[config.mk]
export PLATFORM = sky130hd
export DESIGN_NAME = freq_gate_counter
export DESIGN_NICKNAME = d
export VERILOG_FILES = /design/src/rtl/freq_gate_counter.sv
export SDC_FILE = /design/constraint.sdc
export NUM_CORES = 1
export LEC_CHECK = 0
export CAP_MARGIN = 40
export CORE_MARGIN = 4
export CORE_UTILIZATION = 25
export DETAILED_ROUTE_END_ITERATION = 8
export MAX_ROUTING_LAYER = met4
export SLEW_MARGIN = 20
export SYNTH_ARGS = -nofsm -noshare
export SYNTH_HDL_FRONTEND = slang
export SYNTH_SLANG_ARGS = --single-unit
[constraint.sdc]
create_clock -name sys_clk -period 2.8 [get_ports sys_clk]
set_input_delay 0.28 -clock sys_clk [delete_from_list [all_inputs] [get_ports sys_clk]]
set_output_delay 0.28 -clock sys_clk [all_outputs]
set_load 0.02 [all_outputs]
[src/rtl/freq_gate_counter.sv]
`default_nettype none
// freq_gate_counter: reciprocal gate counter. It opens and closes its gate on edges of sig_in
// and publishes the reference-cycle count (fs) and the signal-period count (fx) for each gate.
module freq_gate_counter #(
  parameter int unsigned GATE_CYCLES    = 200_000_000,
  parameter int unsigned GAP_CYCLES     = 20_000_000,
  parameter int unsigned TIMEOUT_CYCLES = 400_000_000
) (
  input  logic        sys_clk,
  input  logic        rst_n,
  input  logic        meas_en,
  input  logic        sig_in,
  output logic [31:0] fs_cnt,
  output logic [31:0] fx_cnt,
  output logic        no_signal,
  output logic        cnt_valid
);

  typedef enum logic [1:0] {
    IDLE      = 2'd0,
    WAIT_OPEN = 2'd1,
    COUNT     = 2'd2,
    GAP       = 2'd3
  } state_t;

  localparam logic [31:0] GATE_LEN = 32'(GATE_CYCLES);
  localparam logic [31:0] GAP_LAST = 32'(GAP_CYCLES - 1);
  localparam logic [31:0] TO_LEN   = 32'(TIMEOUT_CYCLES);

  state_t      state;
  state_t      state_next;
  logic        s0;
  logic        s1;
  logic        s2;
  logic        sig_rise;
  logic [31:0] fs_acc;
  logic [31:0] fx_acc;
  logic [31:0] to_cnt;
  logic [31:0] gap_cnt;
  logic [31:0] fs_next;
  logic [31:0] fx_next;
  logic [31:0] to_next;
  logic        open_gate;
  logic        pub_ok;
  logic        pub_to;
  logic        to_clear;

  always_ff @(posedge sys_clk or negedge rst_n) begin
    if (!rst_n) begin
      s0 <= 1'b0;
      s1 <= 1'b0;
      s2 <= 1'b0;
    end else begin
      s0 <= sig_in;
      s1 <= s0;
      s2 <= s1;
    end
  end

  assign sig_rise = s1 & ~s2;
  assign fs_next  = fs_acc + 32'd1;
  assign fx_next  = fx_acc + 32'd1;
  assign to_next  = to_cnt + 32'd1;

  always_ff @(posedge sys_clk or negedge rst_n) begin
    if (!rst_n) begin
      state <= IDLE;
    end else begin
      state <= state_next;
    end
  end

  // Priority inside a gate: enable drop aborts, then an edge (which also defeats a
  // coincident timeout terminal count), then the timeout.
  always_comb begin
    state_next = state;
    open_gate  = 1'b0;
    pub_ok     = 1'b0;
    pub_to     = 1'b0;
    to_clear   = 1'b0;
    case (state)
      IDLE: begin
        if (meas_en) begin
          state_next = WAIT_OPEN;
          to_clear   = 1'b1;
        end
      end
      WAIT_OPEN: begin
        if (!meas_en) begin
          state_next = IDLE;
        end else if (sig_rise) begin
          open_gate  = 1'b1;
          state_next = COUNT;
        end else if (to_next == TO_LEN) begin
          pub_to     = 1'b1;
          state_next = GAP;
        end
      end
      COUNT: begin
        if (!meas_en) begin
          state_next = IDLE;
        end else if (sig_rise) begin
          if (fs_next >= GATE_LEN) begin
            pub_ok     = 1'b1;
            state_next = GAP;
          end
        end else if (to_next == TO_LEN) begin
          pub_to     = 1'b1;
          state_next = GAP;
        end
      end
      GAP: begin
        if (gap_cnt == GAP_LAST) begin
          state_next = IDLE;
        end
      end
      default: state_next = IDLE;
    endcase
  end

  always_ff @(posedge sys_clk or negedge rst_n) begin
    if (!rst_n) begin
      fs_acc    <= 32'd0;
      fx_acc    <= 32'd0;
      to_cnt    <= 32'd0;
      gap_cnt   <= 32'd0;
      fs_cnt    <= 32'd0;
      fx_cnt    <= 32'd0;
      no_signal <= 1'b0;
      cnt_valid <= 1'b0;
    end else begin
      cnt_valid <= pub_ok | pub_to;

      if (pub_ok) begin
        fs_cnt    <= fs_next;
        fx_cnt    <= fx_next;
        no_signal <= 1'b0;
      end else if (pub_to) begin
        fs_cnt    <= 32'd0;
        fx_cnt    <= 32'd0;
        no_signal <= 1'b1;
      end

      if (to_clear || sig_rise) begin
        to_cnt <= 32'd0;
      end else if ((state == WAIT_OPEN) || (state == COUNT)) begin
        to_cnt <= to_next;
      end

      // The opening edge only zeroes the accumulators; counting starts next cycle.
      if (open_gate) begin
        fs_acc <= 32'd0;
        fx_acc <= 32'd0;
      end else if (state == COUNT) begin
        fs_acc <= fs_next;
        if (sig_rise) begin
          fx_acc <= fx_next;
        end
      end

      if (state == GAP) begin
        gap_cnt <= gap_cnt + 32'd1;
      end else begin
        gap_cnt <= 32'd0;
      end
    end
  end

endmodule
`default_nettype wire

==> qor.txt <==
Status: finished, final reports clean
Area Growth Syn to Fin: 28.8%
Setup violators final: 0
Yosys warnings: 0
Combinational Power Share: 15.6%
Core Area: 43400 sq um
Max Fclk: 360 MHz
HPWL Detailed: 18.9 mm
Drt initial violations: 428
Crit path launch type: register
RSZ-0062 raised after global routing: yes
Initial antenna violation count: 0
Yosys cell types: 66
TritonRoute pass-1 iters: 4
PD cells: 492 nW/um^2
Clock tree from TritonCTS: yes
CP required: 3150 ps
Cell repeated most along the worst path: buf_6
Sw Share: 30.3%
Crit path capture type: register
Root Driver: clkbuf_16
Clock power share: 37.2%
Main synth FF type: dfrtp_1
Syn_nets: 1199
Count leader, synth: dfrtp_1
Synth Cell Area: 11000 sq um
Worst skew pair latency: 470 ps
Pint: 4.88 mW
First-pass GRT wire length: 45.7 mm
Share of layout cells above drive strength 1: 17.0%
Placer Congestion: 0.832
Max FO, Critical Path: 5
Largest net degree at the start of global routing: 98
Fin. max-slew vios: 0
Synth Instances: 1186
Syn Area/Cell: 9.31 sq um
Number of port buffers: 69
Tmin final: 2780 ps
Avg WL per Cell: 14.6 um
Async set-reset flop share out of synthesis: 100%
CP Class: register to register
Seq pwr share: 47.2%
Total negative slack: 0 ps
Post-synth EDFFs: 0
WP data arrival: 3130 ps
Final non-filler cell area: 14200 sq um
Fin crit share: 99.3%
Die Ht: 218 um
Via count: 9041
Final Skew: 17.3 ps
Dpl cell area: 13000 sq um
Synth top area share: 45.1%
Overflow after GRT: 0
CTS clock-pin slew for the worst setup and hold paths: 80 ps
DRC Markers: 0
Global Route Usage Sum: 12.0%
Headroom to the max-slew limit: 63.1%
Nets: 1351
Sequential share of the synthesized area: 45.1%
Via density: 4.67
Worst min-delay path class: input port to asynchronous set/reset pin
Initial Util: 25.5%
Vias in the first global route: 9008
H-tree levels: 4
Row cnt: 76
CTS buffer count: 17
Switching power: 2.12 mW
Crit-path slowest cell: or4b_1
IR drop worst, VDD: 341 uV
Commonest cells in the netlist: dfrtp_1 (199), nand2_1 (155), nor2_1 (110)
Critical-path cell list: nand4_2 -> nor4_2 -> buf_4 -> o211ai_1 -> or4b_1 -> nand4bb_1 -> nor2_2 -> a21bo_4 -> buf_6 -> buf_6 -> mux2i_1
Maxcap violations: 0
Die area: 47600 sq um
Yosys top cell by area: dfrtp_1
Hold Violations, Final: 0
CP max stage delay: 540 ps
Die width: 218 um
Ant diodes: 0
Worst Tran Pin Value: 548 ps
Sink Count: 199
Yosys reg bits: 199
Longest Clk Path Bufs: 2
Area contributors post-synth: dfrtp_1 (45%), xor2_1 (6.3%), mux2i_1 (6.0%)
IO Pins: 70
Final wirelength: 28.2 mm
Hold_ws: 322 ps
LEAKAGE: 6.33 nW
Final ANT Viol Nets: 0
## metrics by stage
stage,util [%],power (mW),instances,setup slack (ps)
after global placement,30.0,4.36,1875,-130
after global routing,32.8,7.35,1936,-131
after detailed placement,30.0,4.40,1875,-187
after CTS,32.0,7.05,1922,6.18
after floorplan,-,3.98,1186,25.4
final,32.8,7.00,1936,20.5
## path summary, 6_finish.rpt
| check | start | endpoint | slack [ps] | depth (start not counted) |
|---|---|---|---|---|
| max | fs_acc[3] | fs_cnt[15] | 20 | 11 |
| max in group asynchronous | rst_n | fs_acc[11] | 1530 | 4 |
| min in group sys_clk | sig_in | s0 | 330 | 1 |
| max reg2reg | fs_acc[3] | fs_cnt[15] | 20 | 11 |
| min | rst_n | to_cnt[15] | 320 | 2 |
| min reg2reg | s0 | s1 | 350 | 0 |
## final cells by class
| cell class | instances | area (sq um) |
|---|---|---|
| clock buffer | 17 | 425 |
| clock inverter | 15 | 191 |
| fill | 4529 | 29100 |
| inverter | 20 | 75.1 |
| multi-input combinational | 894 | 5920 |
| sequential | 199 | 4980 |
| tap | 585 | 732 |
| timing repair buffer | 206 | 1890 |
## cells in the final DEF, fill, tap and decap left out, types with 14 or more instances in the layout
cell type        Yosys  final
nand2_1            155    153
o21ai_0             57     56
xnor2_1             71     69
dfrtp_1            199    195
nor2_1             110    108
and2_1              36     34
a21oi_1             14     14
or3_1               18     18
xor2_1              80     78
mux2i_1             66     66
clkdlybuf4s50_1      0     68
clkbuf_16            0     19
nand3_1             61     58
inv_1               20     20
buf_4                1    116
nand4_1             43     43
and3_1              30     29
## sequential cells by signal (all words and copies together), names as in the netlist
register,cells
gap_cnt,32
s0,1
to_cnt,32
no_signal,1
fx_cnt,32
cnt_valid,1
fs_acc,32
s1,1
fs_cnt,32
fx_acc,32
s2,1
state,2
## power groups by stage
stage          Combinational (mW)  Clock (mW)  Sequential, mW
6_report                     1.09        2.60            3.30
2_1_floorplan               0.667           0            3.31
4_1_cts                      1.07        2.68            3.30
3_5_place_dp                 1.04           0            3.35
3_3_place_gp                 1.02           0            3.34
5_1_grt                      1.23        2.78            3.34
## metal layers
| layer | GRT usage, % | wire length, um | vias up |
|---|---|---|---|
| li1 | - | - | 4373 |
| met1 | 15.5 | 13500 | 4482 |
| met2 | 18.9 | 13500 | 160 |
| met3 | 2.04 | 856 | 26 |
| met4 | 4.26 | 427 | 0 |
| met5 | - | 0 | - |
## repair_timing
action                                  4_1_cts  5_1_grt
gates resized for setup                      24       39
cloned                                        0        4
endpoints found under the setup margin       68       68
hold buffers                                  1        0
setup buffers                                15       10
hold endpoints to repair                     91        0
pin swaps                                    16       12
## critical path, delay by kind of cell, from the launching register on
family	cells	cell delay, ps
simple gates	5	1220
buf+inv	3	480
flops	1	430
compound gates	2	420
mux	1	110
## kinds of logic (layout without fill, tap and decap cells)
family	after synthesis	after routing	synth area share, %
and+or+nand+nor	531	531	24.3
AOI/OAI and AO/OA	134	135	7.65
buffers and inverters	94	258	3.70
DFF	199	199	45.1
xor gates and xnor gates	151	151	12.0
adders and majority gates	9	9	1.02
muxes	68	68	6.19
(Power assumes the default switching activity.)
